### src/rtl/bin_to_bcd_pkg.sv
// Shared types and helpers for the sequential binary-to-BCD converter.
package bin_to_bcd_pkg;

  typedef enum logic {
    ST_IDLE  = 1'b0,
    ST_SHIFT = 1'b1
  } state_t;

  // Decimal digits needed to show the largest unsigned value of the given width.
  function automatic int bcd_digits_for(input int width);
    longint unsigned max_v;
    int              d;
    max_v = (64'd1 << width) - 64'd1;
    d     = 32'sd1;
    for (int i = 0; i < 20; i++) begin
      if (max_v >= 64'd10) begin
        max_v = max_v / 64'd10;
        d     = d + 32'sd1;
      end else begin
        max_v = max_v;
      end
    end
    return d;
  endfunction

endpackage

### src/rtl/bcd_dabble_cell.sv
// One BCD digit correction step: values of 5 or more get 3 added before the shift.
module bcd_dabble_cell (
  input  logic [3:0] din,
  output logic [3:0] dout
);

  // Add-3 correction, 4-bit wrap with no carry out of the digit.
  always_comb begin
    if (din >= 4'd5) begin
      dout = din + 4'd3;
    end else begin
      dout = din;
    end
  end

endmodule

### src/rtl/bin_to_bcd_seq.sv
// Iterative shift-and-add-3 binary-to-BCD converter, one input bit per clock,
// with a leading-zero blank mask and an overflow flag for too-large values.
module bin_to_bcd_seq
  import bin_to_bcd_pkg::*;
#(
  parameter int BIN_W  = 8,
  parameter int DIGITS = 3
) (
  input  logic                  clk,
  input  logic                  rst_n,
  input  logic                  start,
  input  logic [BIN_W-1:0]      binary,
  output logic                  busy,
  output logic                  done,
  output logic [4*DIGITS-1:0]   bcd,
  output logic [DIGITS-1:0]     blank,
  output logic                  overflow
);

  localparam int CNT_W = (BIN_W > 1) ? $clog2(BIN_W) : 1;
  localparam logic [CNT_W-1:0]  CNT_LOAD  = CNT_W'(BIN_W - 1);
  localparam logic [DIGITS-1:0] BLANK_RST = {DIGITS{1'b1}} << 1'b1;

  state_t                state_r, next_state_s;
  logic [BIN_W-1:0]      shreg_r, shreg_next_s;
  logic [4*DIGITS-1:0]   work_r, adj_s, work_next_s;
  logic [CNT_W-1:0]      cnt_r;
  logic                  ovf_work_r, ovf_bit_s;
  logic                  accept_s, finish_s, zero_above_s;
  logic                  done_r, overflow_r;
  logic [4*DIGITS-1:0]   bcd_r;
  logic [DIGITS-1:0]     blank_r, blank_next_s;

  for (genvar g = 0; g < DIGITS; g++) begin : g_dabble
    bcd_dabble_cell u_cell (
      .din  (work_r[4*g +: 4]),
      .dout (adj_s[4*g +: 4])
    );
  end

  // The shift register MSB feeds the units digit; the top digit MSB falls out as overflow.
  assign ovf_bit_s    = adj_s[4*DIGITS-1];
  assign work_next_s  = {adj_s[4*DIGITS-2:0], shreg_r[BIN_W-1]};
  assign shreg_next_s = shreg_r << 1'b1;

  // Leading-zero mask of the post-shift digits; units digit is never blanked.
  always_comb begin
    blank_next_s = {DIGITS{1'b0}};
    zero_above_s = 1'b1;
    for (int k = DIGITS - 1; k >= 1; k--) begin
      zero_above_s    = zero_above_s & (work_next_s[4*k +: 4] == 4'd0);
      blank_next_s[k] = zero_above_s;
    end
  end

  // FSM state register.
  always_ff @(posedge clk or negedge rst_n) begin
    if (!rst_n) begin
      state_r <= ST_IDLE;
    end else begin
      state_r <= next_state_s;
    end
  end

  // FSM next-state and control strobes.
  always_comb begin
    next_state_s = state_r;
    accept_s     = 1'b0;
    finish_s     = 1'b0;
    case (state_r)
      ST_IDLE: begin
        if (start) begin
          next_state_s = ST_SHIFT;
          accept_s     = 1'b1;
        end else begin
          next_state_s = ST_IDLE;
        end
      end
      ST_SHIFT: begin
        if (cnt_r == {CNT_W{1'b0}}) begin
          next_state_s = ST_IDLE;
          finish_s     = 1'b1;
        end else begin
          next_state_s = ST_SHIFT;
        end
      end
      default: begin
        next_state_s = ST_IDLE;
      end
    endcase
  end

  // Work datapath and result registers; results load only on the final shift.
  always_ff @(posedge clk or negedge rst_n) begin
    if (!rst_n) begin
      shreg_r    <= {BIN_W{1'b0}};
      work_r     <= {(4*DIGITS){1'b0}};
      cnt_r      <= {CNT_W{1'b0}};
      ovf_work_r <= 1'b0;
      done_r     <= 1'b0;
      bcd_r      <= {(4*DIGITS){1'b0}};
      blank_r    <= BLANK_RST;
      overflow_r <= 1'b0;
    end else begin
      done_r <= finish_s;
      if (accept_s) begin
        shreg_r    <= binary;
        work_r     <= {(4*DIGITS){1'b0}};
        cnt_r      <= CNT_LOAD;
        ovf_work_r <= 1'b0;
      end else if (state_r == ST_SHIFT) begin
        shreg_r    <= shreg_next_s;
        work_r     <= work_next_s;
        cnt_r      <= cnt_r - CNT_W'(1);
        ovf_work_r <= ovf_work_r | ovf_bit_s;
        if (finish_s) begin
          bcd_r      <= work_next_s;
          blank_r    <= blank_next_s;
          overflow_r <= ovf_work_r | ovf_bit_s;
        end
      end
    end
  end

  assign busy     = (state_r == ST_SHIFT);
  assign done     = done_r;
  assign bcd      = bcd_r;
  assign blank    = blank_r;
  assign overflow = overflow_r;

endmodule

### config.mk
export PLATFORM = sky130hd
export DESIGN_NAME = bin_to_bcd_seq
export DESIGN_NICKNAME = d
export VERILOG_FILES = /design/src/rtl/bin_to_bcd_pkg.sv /design/src/rtl/bcd_dabble_cell.sv /design/src/rtl/bin_to_bcd_seq.sv
export SDC_FILE = /design/constraint.sdc
export NUM_CORES = 1
export LEC_CHECK = 0
export ABC_AREA = 1
export CAP_MARGIN = 20
export CORE_MARGIN = 2
export CORE_UTILIZATION = 30
export DETAILED_ROUTE_END_ITERATION = 7
export SETUP_SLACK_MARGIN = 0.02
export SLEW_MARGIN = 30
export SYNTH_ARGS = -nofsm -noshare
export SYNTH_HDL_FRONTEND = slang
export SYNTH_SLANG_ARGS = --single-unit
### constraint.sdc
create_clock -name clk -period 1.6 [get_ports clk]
set_clock_uncertainty 0.1 [all_clocks]
set_input_delay 0.32 -clock clk [delete_from_list [all_inputs] [get_ports clk]]
set_output_delay 0.32 -clock clk [all_outputs]
set_load 0.005 [all_outputs]
; ---- Yosys cells after proc, flatten, opt, wreduce, memory -nomap -nowiden
; Index checks and enable logic that the tools add are counted.
[totals]
regBits = 41
inputBits = 11
out_inout_bits = 18
[classes]
add_sub_neg = 4
order_cmp = 3
muxes = 17
bitwise_logic = 4
reduce_logical = 5
[op_table]
columns = op, count
row1 = two-way mux 12 bit, 2
row2 = two-way mux 8 bit, 2
row3 = "adder 4 x 2 -> 4 bit, second input constant", 3
row4 = "greater-or-equal comparator 4 x 3 -> 1 bit, second input constant", 3
row5 = two-way mux 4 bit, 3
row6 = logical NOT 4 bit, 2
row7 = two-way mux 1 bit, 7
row8 = two-way mux 3 bit, 2
row9 = logical NOT 3 bit, 1
row10 = AND reduction 3 bit, 1
row11 = "subtractor 3 x 1 -> 3 bit, second input constant", 1
row12 = inverter 1 bit, 2
row13 = case mux 1 bit (2 select lines), 1
row14 = nonzero test 2 bit, 1
row15 = AND 1 bit, 1
row16 = bitwise OR 1 bit, 1

; ---- Longest topological paths before layout
; Gate-level depths: netlist of the first run.
[depth]
word_depth = 5
mapped_depth = 12
mapped_depth_nobuf = 12

; ---- Cells and area by module
; Synthesis of the first run repeated with hierarchy kept, for this count alone.
[hier_totals]
hier_cells = 245
hier_area_um2 = 2043.2
[by_module_without_submodules]
columns = mod, instances, cells_per_inst, area_each_um2, seq_area_each_um2
row1 = bin_to_bcd_seq, 1, 176, 1637.8, 1028.5
row2 = bcd_dabble_cell, 3, 23, 135.1, 0.0

; ---- Worst setup path before layout of the first run
; No wires, ideal clock.
[synth_path]
kind = reg2reg
from = register work_r[4]
to = register blank_r[1], in the netlist blank[1]
setup_ns = 0.060
arrival_ns = 1.234
required_time_ns = 1.440
slack_ns = 0.206
stages_incl_launch_ff = 11
synth_period_minus_slack_ns = 1.394
path_cell_list = dfrtp_1 -> inv_1 -> ha_1 -> nand2_1 -> nand2_1 -> nor2_1 -> nor2_1 -> nand2_2 -> nor2_1 -> nand2_1 -> nand2_1
[synth_via]
elab_chain_cells = 4
elab_cells_between_ends = 6
[synth_rtl]
columns = item, line
row1 = from (decl), bin_to_bcd_seq.sv:26  ; logic [4*DIGITS-1:0] work_r, adj_s, work_next_s;
row2 = from (signal assigned), bin_to_bcd_seq.sv:97  ; work_r <= {(4*DIGITS){1'b0}};
row3 = from (signal assigned), bin_to_bcd_seq.sv:108  ; work_r <= {(4*DIGITS){1'b0}};
row4 = from (signal assigned), bin_to_bcd_seq.sv:113  ; work_r <= work_next_s;
row5 = adder 4 x 2 -> 4 bit / greater-or-equal comparator 4 x 3 -> 1 bit (equally long branches), "bcd_dabble_cell.sv:10, bcd_dabble_cell.sv:9"
row6 = two-way mux 4 bit *, bcd_dabble_cell.sv:9  ; if (din >= 4'd5) begin
row7 = logical NOT 4 bit, bin_to_bcd_seq.sv:51  ; zero_above_s = zero_above_s & (work_next_s[4*k +: 4] == 4'd0);
row8 = AND 1 bit *, bin_to_bcd_seq.sv:51
row9 = to (signal assigned), bin_to_bcd_seq.sv:118  ; blank_r <= blank_next_s;
row10 = to (decl), bin_to_bcd_seq.sv:32  ; logic [DIGITS-1:0] blank_r, blank_next_s;
; Mark *: on every way between the ends. The rest lies on a longest branch, timed or not.
; A chain may end at the register's enable or synchronous reset.

; ---- Worst setup path in the final report of the first run
[layout_path]
from = register bcd_r[1], in the netlist bcd[1]
to = output bcd[1]
[layout_lines]
columns = item, line
row1 = from (decl), bin_to_bcd_seq.sv:31  ; logic [4*DIGITS-1:0] bcd_r;
row2 = from (signal assigned), bin_to_bcd_seq.sv:101  ; bcd_r <= {(4*DIGITS){1'b0}};
row3 = from (signal assigned), bin_to_bcd_seq.sv:117  ; bcd_r <= work_next_s;
row4 = to (decl), bin_to_bcd_seq.sv:15  ; output logic [4*DIGITS-1:0] bcd,
; No word-level cell between the ends.

==> out/metrics.csv, run 1 <==
stage,metric,value,unit
run_status,outcome,completed,
timing,finalSetupViolations,0,
hold_path,whs_path_depth,2,
synthesis,synth.area.top_cells,"dfrtp_1, nand2_1, inv_1, o21ai_0, ha_1",
grt,gr-total-overflow,0,
power_and_ir_drop,p_seq_frac,0.339,
cells_and_area,antennaDiodeCount,0,
critical_path,rrSetupSlack,0.10,ns
clocking,clkTransAtPathRegs,0.08,ns
hold_path,hold_start,blank[1],
cells_and_area,syn_to_final_growth,34.93,%
synthesis,yosys_warnings,0,
hold_path,hold_end,blank[1],
critical_path,reg2regPathDepth,9,
cells_and_area,multi_input_area,792.0,um2
place,io_buffers,27,
floorplan,pin_count,29,
place,dpl_cell_area,2366,um2
grt,grt_max_degree,42,
synthesis,syn_area,1934,um2
power_and_ir_drop,p_leak,1.338,nW
timing,slew_violations,0,
synthesis,synth_top_area_cell,dfrtp_1,
route,route.vias.total,1566,
synthesis,ys_seq_area_frac,0.5317,
power_and_ir_drop,switching_share,0.4010,
critical_path,startpoint_type,flip-flop,
critical_path,end_kind,primary output,
timing,finalHoldViolCount,0,
run,drv_cap,0,
synthesis,synth_top_flop_cell,dfrtp_1,
floorplan,start_util,0.3082,
synthesis,avgSynthCellArea,8.997,um2
clocking,cts_root_buffer,clkbuf_8,
route,wl_per_cell,11.62,um
critical_path,path_buf_inv,1,
timing,post-route-min-period,1.548,ns
floorplan,dieWidth,84.30,um
place,gp_congestion,0.7845,
route,drc,0,
clocking,clk_latency,0.28,ns
cells_and_area,finalNonFillerCells,346,
critical_path,cp_slowest_cell,clkdlybuf4s50_1,
power_and_ir_drop,ir_worst_vdd,0.0009606,V
power_and_ir_drop,powerDensity,1971,nW/um2
grt,grt_usage,0.1162,
timing,holdWs,0.3702,ns
floorplan,fp.dieH,84.30,um
grt,grt_pass1_vias,1490,
critical_path,r2r_end,bcd[10],
floorplan,rows,29,
critical_path,critPathRequiredTime,1.18,ns
critical_path,cpPeakStageDelay,0.50,ns
route,routed_wirelength,4.021,mm
clocking,cts_tree,done,
timing,fin_crit_sh,0.9676,
synthesis,synth_top_area_share,0.5045,
place,detailedPlacementHpwl,2.717,mm
synthesis,synth_cell_type_count,29,
place,pre_cts_ws,0.04473,ns
synthesis,syn_nets,234,
route,viasPerCell,4.526,
floorplan,core,6277,um2
place,placedCellCount,325,
critical_path,crit_arrival,1.13,ns
route,first_pass_iters,4,
critical_path,critPathKind,reg2out,
cells_and_area,num-nets-final,287,
power_and_ir_drop,pwr-share-comb,0.535,
power_and_ir_drop,power,5.143,mW
route,first_iter_violations,80,
critical_path,cp_cell_sequence,clkdlybuf4s50_1,
power_and_ir_drop,clkPwrFrac,0.125,
timing,worst_slack,0.05178,ns
timing,rsz0062_at_grt,yes,
timing,fmaxAchievable,645.9,MHz
cells_and_area,fillerInstances,627,
power_and_ir_drop,switching_power,2.062,mW
clocking,cts_buffers,5,
cells_and_area,seq_area,1028,um2
critical_path,cp_top_family,buffers and inverters,
power_and_ir_drop,intPower,3.081,mW
grt,antenna_found_initial,0,
critical_path,critPathMaxFanout,2,
hold_path,min_path_type,reg2reg,
clocking,cts_sinks,41,
synthesis,synth-edff-count,0,
route,antenna_left,0,
grt,grt_pass1_wl,6.727,mm
synthesis,yosys_register_bits,41,
clocking,htreeDepth,2,
cells_and_area,design_area,2610,um2
cells_and_area,drive_gt1_frac,0.2119,
synthesis,async_reset_ff_frac,1.000,
floorplan,die_area,7106,um2
critical_path,r2r_start,work_r[8],
synthesis,syn-instance-count,215,
clocking,cts_max_path_buffers,2,
## cell type report
cell class | instances | area share
clock buffers | 8 | 0.03068
inverters | 30 | 0.04314
multi-input cells | 138 | 0.3035
flip-flops and latches | 41 | 0.3941
well taps | 77 | 0.03691
repair buffers | 52 | 0.1918
## power groups by stage
stage | Clock (mW) | Sequential, mW | Combinational (mW)
after floorplan | 0 | 1.74 | 1.55
after global placement | 0 | 1.75 | 2.45
after detailed placement | 0 | 1.76 | 2.49
after CTS | 0.677 | 1.74 | 2.53
after global routing | 0.725 | 1.80 | 3.12
final | 0.645 | 1.74 | 2.75
## metal layers
| layer | share of wire | vias to the layer above | track usage |
|---|---|---|---|
| li1 | - | 807 | - |
| met1 | 0.49 | 724 | 0.1549 |
| met2 | 0.45 | 31 | 0.1883 |
| met3 | 0.050 | 4 | 0.03343 |
| met4 | 0.0085 | 0 | 0.02639 |
| met5 | 0 | - | 0 |
## worst max-delay path by stage
| stage | start | endpoint | slack [ns] | cells after the start |
|---|---|---|---|---|
| after floorplan | work_r[4] | blank[1] | 0.21 | 10 |
| after global placement | start | shreg_r[3] | 0.07 | 6 |
| after detailed placement | work_r[1] | bcd[2] | 0.04 | 7 |
| after CTS | bcd[6] | bcd[6] | 0.02 | 1 |
| after global routing | work_r[1] | blank[1] | -0.02 | 10 |
| final | bcd[1] | bcd[1] | 0.05 | 1 |
## stage by stage
| step | utilization | setup TNS [ns] |
|---|---|---|
| 6_report | 0.4158 | 0 |
| 5_1_grt | 0.4158 | -0.01688 |
| 4_1_cts | 0.3941 | 0 |
| 3_5_place_dp | 0.3769 | 0 |
| 3_3_place_gp | 0.3769 | 0 |
| 2_1_floorplan | - | 0 |
## cell usage after synthesis, types with 2 or more instances
| cell | instances |
|---|---|
| buf_2 | 3 |
| ha_1 | 8 |
| nor2_1 | 12 |
| dfstp_2 | 2 |
| nand4_1 | 2 |
| nand2_1 | 49 |
| o22ai_1 | 11 |
| nand3_1 | 7 |
| inv_1 | 28 |
| inv_2 | 2 |
| nand2_2 | 7 |
| dfrtp_1 | 39 |
| buf_6 | 2 |
| o21ai_0 | 21 |
| a21oi_1 | 3 |
| o221ai_1 | 5 |
| o211ai_1 | 2 |
## state kept, by name, summed over array words and instances, names as in the netlist
| register | flops |
|---|---|
| busy | 1 |
| overflow | 1 |
| bcd | 12 |
| work_r | 12 |
| ovf_work_r | 1 |
| blank | 2 |
| done | 1 |
| shreg_r | 8 |
| cnt_r | 3 |
## cell families after synthesis
family	Yosys count	synth area share
adders and majority gates	8	0.05175
and+or+nand+nor	82	0.1863
other	1	0.001939
xor gates and xnor gates	1	0.004529
buffers and inverters	36	0.08150
AOI/OAI and AO/OA	46	0.1423
DFF	41	0.5317
## cells in the final DEF (no fill, tap or decap), types with 3 or more instances in the layout
cell type	count
a21oi_1	3
clkbuf_1	3
inv_1	25
nand2_2	8
dlymetal6s2s_1	10
nor2_1	9
nand2_1	47
clkbuf_8	5
dfrtp_1	39
dlygate4sd2_1	4
o22ai_1	11
nand3_1	6
buf_4	22
clkdlybuf4s50_1	12
ha_1	7
o21ai_0	20
inv_2	5
nor2_2	4
o221ai_1	5
## repair_timing
action | 4_1_cts | 5_1_grt
hold endpoints to repair | 39 | 0
gates resized for setup | 4 | 25
pin swaps | 0 | 1
hold buffers | 1 | 0
setup buffers | 3 | 9
setup endpoints to repair | 7 | 26
(Power assumes the default switching activity.)
==> run 2: changes to the inputs <==
--- a/config.mk
+++ b/config.mk
@@ -10,8 +10,10 @@
 export CORE_MARGIN = 2
 export CORE_UTILIZATION = 30
 export DETAILED_ROUTE_END_ITERATION = 7
+export GPL_TIMING_DRIVEN = 1
 export SETUP_SLACK_MARGIN = 0.02
 export SLEW_MARGIN = 30
 export SYNTH_ARGS = -nofsm -noshare
 export SYNTH_HDL_FRONTEND = slang
 export SYNTH_SLANG_ARGS = --single-unit
+export TNS_END_PERCENT = 1
==> run 2 against run 1 <==
Worst hold slack hardly changed. Sequential power about the same. Die area is the same. Maximum frequency increased by 1.1%. Highest routed layer unchanged.
==> out/metrics.csv, run 2 (same netlist as run 1, synthesis figures left out) <==
stage,metric,value,unit,change
run_status,outcome,completed,,
route,first_pass_iters,4,,unchanged
timing,finalHoldViolCount,0,,unchanged
critical_path,end_kind,primary output,,
power_and_ir_drop,power,5.000,mW,-2.8%
route,antenna_left,0,,unchanged
floorplan,start_util,0.3082,,unchanged
timing,worst_slack,0.06910,ns,+0.01732 ns
cells_and_area,fin_util,0.4052,,-0.01056
cells_and_area,final_cell_mix,"nand2_1, dfrtp_1, inv_1",,
clocking,cts_sinks,41,,unchanged
timing,rsz0062_at_grt,yes,,
power_and_ir_drop,p_leak,1.294,nW,-3.3%
hold_path,min_path_type,reg2reg,,
clocking,cts_tree,done,,
timing,post-route-min-period,1.531,ns,-0.01732 ns
timing,fin_crit_sh,0.9568,,-0.01082
floorplan,dieWidth,84.30,um,unchanged
floorplan,core,6277,um2,unchanged
run,drv_cap,0,,unchanged
timing,fmaxAchievable,653.2,MHz,+1.1%
floorplan,rows,29,,unchanged
critical_path,cpPeakStageDelay,0.50,ns,about the same
place,pre_cts_ws,0.04473,ns,unchanged
place,detailedPlacementHpwl,2.717,mm,unchanged
grt,grt_pass1_vias,1481,,-0.60%
grt,antenna_found_initial,0,,unchanged
route,drc,0,,unchanged
power_and_ir_drop,ir_worst_vdd,0.0009563,V,-0.45%
clocking,cts_buffers,5,,unchanged
critical_path,cp_slowest_cell,clkdlybuf4s50_1,,
cells_and_area,num-nets-final,279,,-2.8%
power_and_ir_drop,switching_share,0.4079,,+0.006882
critical_path,crit_arrival,1.11,ns,-0.02 ns
route,routed_wirelength,3.980,mm,-1.0%
route,first_iter_violations,79,,-1.3%
cells_and_area,syn_to_final_growth,31.50,%,
power_and_ir_drop,intPower,2.961,mW,-3.9%
critical_path,critPathMaxFanout,1,,-1
clocking,clk_latency,0.28,ns,about the same
floorplan,die_area,7106,um2,unchanged
power_and_ir_drop,clkPwrFrac,0.129,,+0.004
cells_and_area,finalNonFillerCells,338,,-2.3%
clocking,clkTransAtPathRegs,0.07,ns,about the same
clocking,cts_root_buffer,clkbuf_8,,
route,route.vias.total,1535,,-2.0%
critical_path,startpoint_type,flip-flop,,
grt,grt_usage,0.1160,,-0.0002071
critical_path,cp_cell_sequence,clkdlybuf4s50_1,,
critical_path,cp_top_family,buffers and inverters,,
critical_path,path_buf_inv,1,,unchanged
power_and_ir_drop,p_seq_frac,0.350,,+0.011
grt,gr-total-overflow,0,,unchanged
place,io_buffers,27,,unchanged
place,gp_congestion,0.7845,,unchanged
grt,grt_pass1_wl,6.720,mm,-0.10%
cells_and_area,antennaDiodeCount,0,,unchanged
clocking,cts_max_path_buffers,2,,unchanged
critical_path,critPathKind,reg2out,,
floorplan,pin_count,29,,unchanged
power_and_ir_drop,switching_power,2.039,mW,-1.1%
clocking,htreeDepth,2,,unchanged
route,viasPerCell,4.541,,+0.34%
grt,grt_max_degree,42,,unchanged
route,wl_per_cell,11.78,um,+1.3%
floorplan,fp.dieH,84.30,um,unchanged
power_and_ir_drop,powerDensity,1966,nW/um2,-0.25%
cells_and_area,drive_gt1_frac,0.1877,,-0.02416
critical_path,critPathRequiredTime,1.18,ns,about the same
place,placedCellCount,325,,unchanged
cells_and_area,mostFrequentLayoutCell,nand2_1,,
timing,finalSetupViolations,0,,unchanged
power_and_ir_drop,pwr-share-comb,0.521,,-0.014
timing,slew_violations,0,,unchanged
run 2: power by group through the flow:
stage / clock (mW) / sequential [mW] / combinational (mW)
after floorplan: 0 / 1.74 / 1.55
after global placement: 0 / 1.75 / 2.45
after detailed placement: 0 / 1.76 / 2.49
after CTS: 0.677 / 1.74 / 2.45
after global routing: 0.725 / 1.81 / 2.97
final: 0.645 / 1.75 / 2.61
run 2: timing repair:
| action | in CTS | in global routing |
|---|---|---|
| hold endpoints to repair | 39 | 0 |
| setup endpoints to repair | 7 | 23 |
| pin swaps | 0 | 1 |
| resized for setup | 7 | 25 |
| buffers inserted | 0 | 4 |
| hold buffers | 1 | 0 |
run 2: layout make-up:
| class | instances | area, um2 |
|---|---|---|
| repair buffers | 44 | 434.2 |
| fillers | 632 | 3734 |
| multi-input cells | 138 | 792.0 |
| clock buffers | 8 | 80.08 |
| flip-flops and latches | 41 | 1028 |
| inverters | 30 | 112.6 |
| well taps | 77 | 96.34 |
run 2: per-layer routing:
layer / vias to the layer above / share of wire / global-route usage / wire [um]
li1: 792 / - / - / -
met1: 710 / 0.50 / 0.1543 / 1985
met2: 29 / 0.45 / 0.1883 / 1793
met3: 4 / 0.042 / 0.03343 / 166
met4: 0 / 0.0085 / 0.02639 / 34
met5: - / 0 / 0 / 0
run 2: path summary, 6_finish.rpt:
path / endpoint / slack [ns] / startpoint / cells past startpoint
setup / recovery: done / 0.07 / done / 1
hold / removal: blank[1] / 0.37 / blank[1] / 2
setup reg to reg: blank[1] / 0.12 / work_r[8] / 11
hold reg to reg: blank[1] / 0.37 / blank[1] / 2
max in group asynchronous: blank[2] / 0.71 / rst_n / 3
min in group asynchronous: done / 0.42 / rst_n / 3
run 2: metrics by stage:
stage | cell area, um2 | hold slack (ns) | TNS (ns)
after detailed placement | 2366 | 0.2113 | 0
after global placement | 2366 | 0.2110 | 0
after CTS | 2447 | 0.3745 | 0
after floorplan | 1934 | -0.07559 | 0
after global routing | 2544 | 0.3989 | -0.01689
final | 2544 | 0.3702 | 0
